$ cat config.mk
export PLATFORM = sky130hd
export DESIGN_NAME = uart_rx_ctrl
export DESIGN_NICKNAME = d
export VERILOG_FILES = /design/src/rtl/uart_rx_ctrl.sv
export SDC_FILE = /design/constraint.sdc
export NUM_CORES = 1
export LEC_CHECK = 0
export ABC_AREA = 0
export CAP_MARGIN = 20
export CORE_MARGIN = 5
export CORE_UTILIZATION = 48
export DETAILED_ROUTE_END_ITERATION = 7
export PLACE_DENSITY_LB_ADDON = 0.05
export SLEW_MARGIN = 20
export SYNTH_ARGS = -nofsm -noshare
export SYNTH_HDL_FRONTEND = slang
export SYNTH_SLANG_ARGS = --single-unit
$ cat constraint.sdc
create_clock -name clk -period 2.2 [get_ports clk]
set_input_delay 0.55 -clock clk [delete_from_list [all_inputs] [get_ports clk]]
set_output_delay 0.55 -clock clk [all_outputs]
set_load 0.005 [all_outputs]
$ cat src/rtl/uart_rx_ctrl.sv
// UART receive control stage: receiver enable/parity programming, a first-word-fall-through
// frame FIFO towards the host, sticky overrun/error status and an idle-line interrupt.
module uart_rx_ctrl #(
  parameter int DEPTH      = 4,
  parameter int IDLE_TICKS = 160,
  parameter int CNT_W      = 8
) (
  input  logic                      clk,
  input  logic                      reset,
  input  logic                      baud_tick,
  input  logic                      cfg_we,
  input  logic [2:0]                cfg_wdata,
  input  logic                      rx_busy,
  input  logic                      rx_done,
  input  logic [7:0]                rx_data,
  input  logic                      rx_p_error,
  input  logic                      rx_stop_error,
  output logic                      rx_en,
  output logic                      p_sel,
  output logic                      m_valid,
  output logic [7:0]                m_data,
  output logic [1:0]                m_err,
  input  logic                      m_ready,
  output logic [$clog2(DEPTH):0]    fifo_count,
  output logic                      overrun,
  output logic                      err_sticky,
  output logic                      idle_irq,
  output logic [1:0]                state
);

  localparam int AW = $clog2(DEPTH);
  localparam logic [AW:0]      FULL_CNT  = (AW + 1)'(DEPTH);
  localparam logic [CNT_W-1:0] IDLE_LAST = CNT_W'(IDLE_TICKS - 1);

  localparam logic [1:0] S_OFF   = 2'd0;
  localparam logic [1:0] S_RUN   = 2'd1;
  localparam logic [1:0] S_DRAIN = 2'd2;

  logic [1:0]       state_q, state_d;
  logic             p_sel_q, p_sel_d;
  logic [AW-1:0]    wr_ptr_q, wr_ptr_d;
  logic [AW-1:0]    rd_ptr_q, rd_ptr_d;
  logic [AW:0]      count_q, count_d;
  logic             overrun_q, overrun_d;
  logic             err_q, err_d;
  logic             armed_q, armed_d;
  logic [CNT_W-1:0] idle_cnt_q, idle_cnt_d;
  logic             idle_irq_q, idle_irq_d;
  logic [9:0]       mem_q [DEPTH];

  logic push_req, push_ok, drop, pop, full, clear;
  logic [9:0] head;

  assign full     = (count_q == FULL_CNT);
  assign m_valid  = (count_q != '0);
  assign pop      = m_valid && m_ready;
  assign push_req = rx_done && (state_q == S_RUN || state_q == S_DRAIN);
  // A full FIFO still takes the new frame when the head leaves in the same cycle.
  assign push_ok  = push_req && (!full || pop);
  assign drop     = push_req && !push_ok;
  assign clear    = cfg_we && cfg_wdata[2];

  // NOTE: every variable gets a default at the top of always_comb so no path leaves it
  // unassigned; a missed branch would otherwise infer a latch.
  always_comb begin
    state_d = state_q;
    case (state_q)
      S_OFF:   if (cfg_we && cfg_wdata[0]) state_d = S_RUN;
      S_RUN:   if (cfg_we && !cfg_wdata[0]) state_d = rx_busy ? S_DRAIN : S_OFF;
      S_DRAIN: begin
        if (cfg_we && cfg_wdata[0])     state_d = S_RUN;
        else if (!rx_busy && !rx_done)  state_d = S_OFF;
      end
      default: state_d = S_OFF;
    endcase
  end

  always_comb begin
    p_sel_d   = p_sel_q;
    overrun_d = overrun_q;
    err_d     = err_q;
    // Parity select is only reprogrammable while the receiver is off.
    if (cfg_we && state_q == S_OFF) p_sel_d = cfg_wdata[1];
    if (clear) begin
      overrun_d = 1'b0;
      err_d     = 1'b0;
    end
    if (drop) overrun_d = 1'b1;
    if (push_ok && (rx_p_error || rx_stop_error)) err_d = 1'b1;
  end

  always_comb begin
    wr_ptr_d = wr_ptr_q;
    rd_ptr_d = rd_ptr_q;
    count_d  = count_q;
    if (push_ok) wr_ptr_d = wr_ptr_q + 1'b1;
    if (pop)     rd_ptr_d = rd_ptr_q + 1'b1;
    case ({push_ok, pop})
      2'b10:   count_d = count_q + 1'b1;
      2'b01:   count_d = count_q - 1'b1;
      default: count_d = count_q;
    endcase
  end

  always_comb begin
    armed_d    = armed_q;
    idle_cnt_d = idle_cnt_q;
    idle_irq_d = 1'b0;
    if (rx_done || rx_busy || state_q != S_RUN) begin
      idle_cnt_d = '0;
    end else if (armed_q && baud_tick) begin
      if (idle_cnt_q == IDLE_LAST) begin
        idle_irq_d = 1'b1;
        idle_cnt_d = '0;
        armed_d    = 1'b0;
      end else begin
        idle_cnt_d = idle_cnt_q + 1'b1;
      end
    end
    if (push_ok) armed_d = 1'b1;
  end

  // NOTE: sequential state uses non-blocking assignments only, so every register samples
  // the pre-edge values regardless of statement order.
  always_ff @(posedge clk) begin
    if (reset) begin
      state_q    <= S_OFF;
      p_sel_q    <= 1'b0;
      wr_ptr_q   <= '0;
      rd_ptr_q   <= '0;
      count_q    <= '0;
      overrun_q  <= 1'b0;
      err_q      <= 1'b0;
      armed_q    <= 1'b0;
      idle_cnt_q <= '0;
      idle_irq_q <= 1'b0;
    end else begin
      state_q    <= state_d;
      p_sel_q    <= p_sel_d;
      wr_ptr_q   <= wr_ptr_d;
      rd_ptr_q   <= rd_ptr_d;
      count_q    <= count_d;
      overrun_q  <= overrun_d;
      err_q      <= err_d;
      armed_q    <= armed_d;
      idle_cnt_q <= idle_cnt_d;
      idle_irq_q <= idle_irq_d;
    end
  end

  // NOTE: the storage array has no reset; stale entries are never visible because the
  // head is masked whenever the FIFO is empty.
  always_ff @(posedge clk) begin
    if (push_ok && !reset) mem_q[wr_ptr_q] <= {rx_stop_error, rx_p_error, rx_data};
  end

  assign head       = mem_q[rd_ptr_q];
  assign m_data     = m_valid ? head[7:0] : 8'h00;
  assign m_err      = m_valid ? head[9:8] : 2'b00;
  assign fifo_count = count_q;
  assign overrun    = overrun_q;
  assign err_sticky = err_q;
  assign idle_irq   = idle_irq_q;
  assign p_sel      = p_sel_q;
  assign state      = state_q;
  assign rx_en      = (state_q == S_RUN) || (state_q == S_DRAIN);

endmodule

* Word level (Yosys, flattened, before mapping) *
Memories as Yosys holds them, arrays and structs flattened. A register that Yosys moved wholly into a read port is not among the register bits.
Cells that the tools add are included.

word-level totals
  flip-flop bits (word level) = 22
  memory bits (writable) = 40
  output and inout bits = 21
  word-level logic and storage cells = 84
  memories = 1

cells by class
  $add $sub $neg = 5
  equal/unequal tests = 11
  mux-type cells = 22
  bitwise logic cells = 1
  reduce and logical (&&, ||, !) cells = 34

memory list
  name   depth  bits a word  rd ports  clocked after memory_dff  wr ports  line  RTL
  mem_q  4      10           1         1                         1         49    logic [9:0] mem_q [DEPTH];

operator list
  cell                 count
  $mux 2               8
  $mux 8               2
  $logic_and 1x1->1    12
  $mux 1               10
  $reduce_bool 2->1    5
  $add 8x1->8 const B  1
  $eq 8x8->1 const B   1
  $logic_not 1->1      6
  $pmux 2 s3           1
  $pmux 3 s2           1
  $reduce_and 3->1     2
  $logic_or 1x1->1     5
  $add 2x1->2 const B  2
  $eq 2x1->1 const B   2
  $eq 2x2->1 const B   2
  $ne 2x1->1 const B   2
  $ne 2x2->1 const B   2
  $add 3x1->3 const B  1
  $eq 3x3->1 const B   1
  $ne 3x1->1 const B   1
  $reduce_bool 3->1    1
  $reduce_or 3->1      1
  $sub 3x1->3 const B  1
  $logic_not 2->1      1
  2 further kinds      2

* Logic depth before layout (Yosys ltp) *
  word-level depth = 7
  gate-level depth with buffers = 8
  gate-level depth less buffers = 8

* Worst setup path before layout *
No wires, ideal clock.

  path kind = register -> register
  start = reg state_q[0] (netlist: state[0])
  end = reg count_q[2] (netlist: fifo_count[2])
  library setup time = 132 ps
  arrival = 2,093 ps
  data required time = 2,068 ps
  path slack = -25 ps
  stages on the path, launching flop included = 9
  buffers on the path = 0
  clock period less this slack = 2,225 ps
  path through = dfxtp_1 > inv_1 > ha_1 > nand2_2 > nand3_1 > fa_1 > or3_1 > a31oi_1 > a21oi_1

on the way
  longest elaborated chain between the ends = 6
  elaborated cells between the ends (all ways) = 9
  those cells by class = 4 x eq/ne; 1 x mux; 4 x reduce/logical

ends and longest elaborated chain
  element                                                 line  RTL
  from (decl)                                             39    logic [1:0] state_q, state_d;
  from (signal assigned)                                  138   state_q <= state_d;
  $eq 2x1->1 / $eq 2x2->1 (equally long branches)         --
  $logic_or 1x1->1 *                                      --
  named net rx_en                                         18    output logic rx_en,
  $logic_and 1x1->1 *                                     57    assign push_req = rx_done && (state_q == S_RUN || state_q == S_DRAIN);
  $logic_and 1x1->1 *                                     59    assign push_ok = push_req && (!full || pop);
  $eq 2x1->1 / $eq 2x2->1 (equally long branches)         98    case ({push_ok, pop})
  $pmux 3 s2 / $reduce_bool 2->1 (equally long branches)  --
  to (signal assigned)                                    142   count_q <= count_d;
  to (decl)                                               43    logic [AW:0] count_q, count_d;

The timed path passes the listed nets; every way through them passes the cells marked *.
A chain may end at the register's enable or synchronous reset.

==> reports/metrics.yaml <==
detailed_routing:
  antenna_left: 0
  vias: 1871
  drc: 0
  viasPerCell: 5.270
  wl_um: 5678
  first_pass_iters: 4
  first_iter_violations: 73
  drt-wirelength-per-cell_um: 15.99
clock_network:
  ctsRootBufferMaster: "clkbuf_8"
  cts_htree_levels: 3
  clockBufferDepth: 2
  clock-sinks: 64
  worstSkewPairLatency_ps: 330
  numCtsBuffers: 9
  cts_tree: "built"
  cts.reportedPaths.clkPinSlew_ps: 70
worst_setup_path:
  worstSetupEndpointType: "output pin"
  r2r_slack_ps: 170
  rr_endpoint: "fifo_count[1]"
  crit_type: "reg -> out"
  rr_worst_depth: 7
  reg2reg_from: "fifo_count[0]"
  crit_fanout: 2
  start_kind: "flip-flop"
  cp.arrival_ps: 1680
  critPathRequiredTime_ps: 1650
sta:
  layout_setup_ws_ps: -30.59
  finalCritPeriodShare: 1.014
  rsz0062_at_grt: "yes"
  fin_worst_skew_ps: 6.600
  clock.fmax_mhz: 448.3
  fin_crit_ps: 2231
  finalHoldViolCount: 0
  final_max_slew_viol_count: 0
  tightest_slew_ps: 519.6
  relSlewSlack: 0.6536
  finalSetupViolations: 5
  whs_ps: 457.5
logic_synthesis:
  synthCells: 203
  yosysSeqAreaShare: 0.6145
  ys_warn_count: 0
  yosysTopAreaCell: "edfxtp_1"
  synth_area_leaders: "edfxtp_1, dfxtp_1, mux4_2"
  syn_area_per_cell_um2: 13.48
  synth_top_area_share: 0.4390
  syn_nets: 233
  ys_ff_latch: 64
  ys_types: 43
  synth_area_mm2: 0.002736
pwr:
  p_sw_uw: 717.0
  ir_drop_mv: 0.4289
  total_power_mw: 2.948
  pwr-share-seq: 0.462
  p_comb_frac: 0.205
  p_int_mw: 2.231
  p_clk_frac: 0.333
  power_density_mw_per_mm2: 792.3
  power.leakage_nw: 1.359
  swShare: 0.2432
grt:
  grt_pass1_wl_um: 9370
  track_usage: 0.1687
  first_global_vias: 1930
  grt_max_degree: 16
  antenna_found_initial: 0
  grt_overflow: 0
die:
  fp-row-count: 27
  initial_core_util: 0.4939
  num_io_pins: 41
  core_mm2: 0.005540
  die_x_um: 85.51
  dieArea_mm2: 0.007311
  die_h_um: 85.51
placement:
  gp_congestion: 0.7816
  place_hpwl_um: 3910
  portBuffers: 40
  dp.cells: 335
flow_run:
  drv_cap: 0
run_status:
  violations: "setup timing"
  status: "complete, but fails checks"
cells_and_area:
  antenna_cells: 0
  fin_nets: 308
  drive_above_1_share: 0.2933
  stdcell_count: 355
  syn2layout_area_growth_pct: 35.99
worst_hold_path:
  hold_depth: 2
  worstHoldEndpoint: "p_sel"
  hold_path_class: "reg -> reg"
  hold_path.startpoint: "p_sel"
-- worst max path at each step --
stage	startpoint	end	cells past startpoint
floorplan	state[0]	fifo_count[2]	8
global placement	rx_done	fifo_count[2]	7
detailed placement	rx_done	fifo_count[2]	7
CTS	flip-flop	m_data[0]	5
global route	flip-flop	m_err[1]	5
finish	flip-flop	m_err[1]	5
-- cell usage after synthesis (all sizes together) --
cell,count
fa,1
and4,1
o31ai,2
or4b,1
or2b,1
nand2,13
mux4,10
buf,3
mux2,1
a32oi,1
nand4,4
xnor2,3
ha,9
inv,8
edfxtp,40
a21o,1
o211ai,1
dfxtp,24
nand2b,1
nor3b,1
nor4b,1
o2111ai,2
nor3,1
nand3,8
or3,3
nand4b,1
and2,12
a221oi,1
o21ai,5
a21oi,7
nor4,1
nor2,16
clkbuf,2
a31oi,2
a22oi,1
xor2,8
and3,5
o221a,1
-- sequential cells by signal, indices dropped and copies added (netlist names), named ones only --
register and cells:
idle_cnt_q 8, overrun 1, idle_irq 1, wr_ptr_q 2
p_sel 1, rd_ptr_q 2, fifo_count 3, state 2
err_sticky 1, mem_q 40, armed_q 1
-- per-layer routing --
metal | up-vias | track usage | wire length (um) | share of wire
met3 | 10 | 0.04131 | 239 | 0.042
met5 | - | 0 | 0 | 0
met4 | 0 | 0.07770 | 105 | 0.018
met2 | 39 | 0.2945 | 3011 | 0.53
met1 | 905 | 0.1951 | 2321 | 0.41
li1 | 917 | - | - | -
-- power by group through the flow --
stage	registers [mW]	logic, mW	clock network [mW]
finish	1.36	0.603	0.983
global route	1.37	0.666	1.07
CTS	1.36	0.618	1.01
detailed placement	1.38	0.557	0
global placement	1.38	0.550	0
floorplan	1.39	0.254	0
-- worst max-delay path: stages (launching register included) --
cell,delay [ps]
dfxtp_4,380
buf_12,110
buf_6,100
mux4_2,500
and2_4,160
buf_6,110
-- cell usage in the layout (no fill, tap or decap), types with 2 or more instances in the layout --
master,netlist,layout
a21oi_1,7,7
a31oi_1,2,2
and2_1,12,7
and2_4,0,5
and3_1,4,4
buf_12,0,6
buf_2,2,6
buf_4,0,22
buf_6,0,5
clkbuf_8,0,10
clkdlybuf4s50_1,0,29
clkinvlp_4,0,2
dfxtp_1,24,20
dfxtp_2,0,3
edfxtp_1,40,40
ha_1,9,8
inv_1,8,6
inv_2,0,2
mux4_2,10,10
nand2_1,12,12
nand3_1,8,8
nand4_1,4,4
nor2_1,15,15
o2111ai_1,2,2
o21ai_0,2,2
o21ai_1,3,3
o31ai_1,2,2
or3_1,3,2
xnor2_1,3,3
xor2_1,8,8
-- cell type report --
cell class                      instances  area [um2]
Clock buffer                           11       141.4
Tap cell                               72       90.09
Clock inverter                          5       57.56
Inverter                                8       30.03
Fill cell                             423        1819
Timing Repair Buffer                   69       674.4
Multi-Input combinational cell        126        1039
Sequential cell                        64        1689
-- metrics by stage --
step,setup TNS (ps),setup slack [ps],area (um2),util
after floorplan,0,10.88,2741,-
after global placement,-3707,-137.5,3448,0.6224
after detailed placement,-4230,-170.9,3448,0.6224
after CTS,-381.8,-51.42,3731,0.6734
after global routing,-393.1,-89.43,3721,0.6716
final,-90.11,-30.59,3721,0.6716
-- what timing repair did --
item	in CTS	in global routing
buffers inserted	5	0
pin swaps	10	0
hold buffers	0	0
gates cloned	1	0
setup endpoints to repair	12	12
resized for setup	54	8
-- logic make-up (layout without fill, tap and decap cells) --
family / Yosys count / count (layout) / synth area share
and+or+nand+nor: 70 / 70 / 0.1395
DFF: 64 / 64 / 0.6145
AOI/OAI and AO/OA: 24 / 24 / 0.05716
buffers and inverters: 13 / 93 / 0.01875
xor gates and xnor gates: 11 / 11 / 0.03521
muxes: 11 / 11 / 0.08642
adders and majority gates: 10 / 10 / 0.04847
Power figures use the tool's default switching activity.
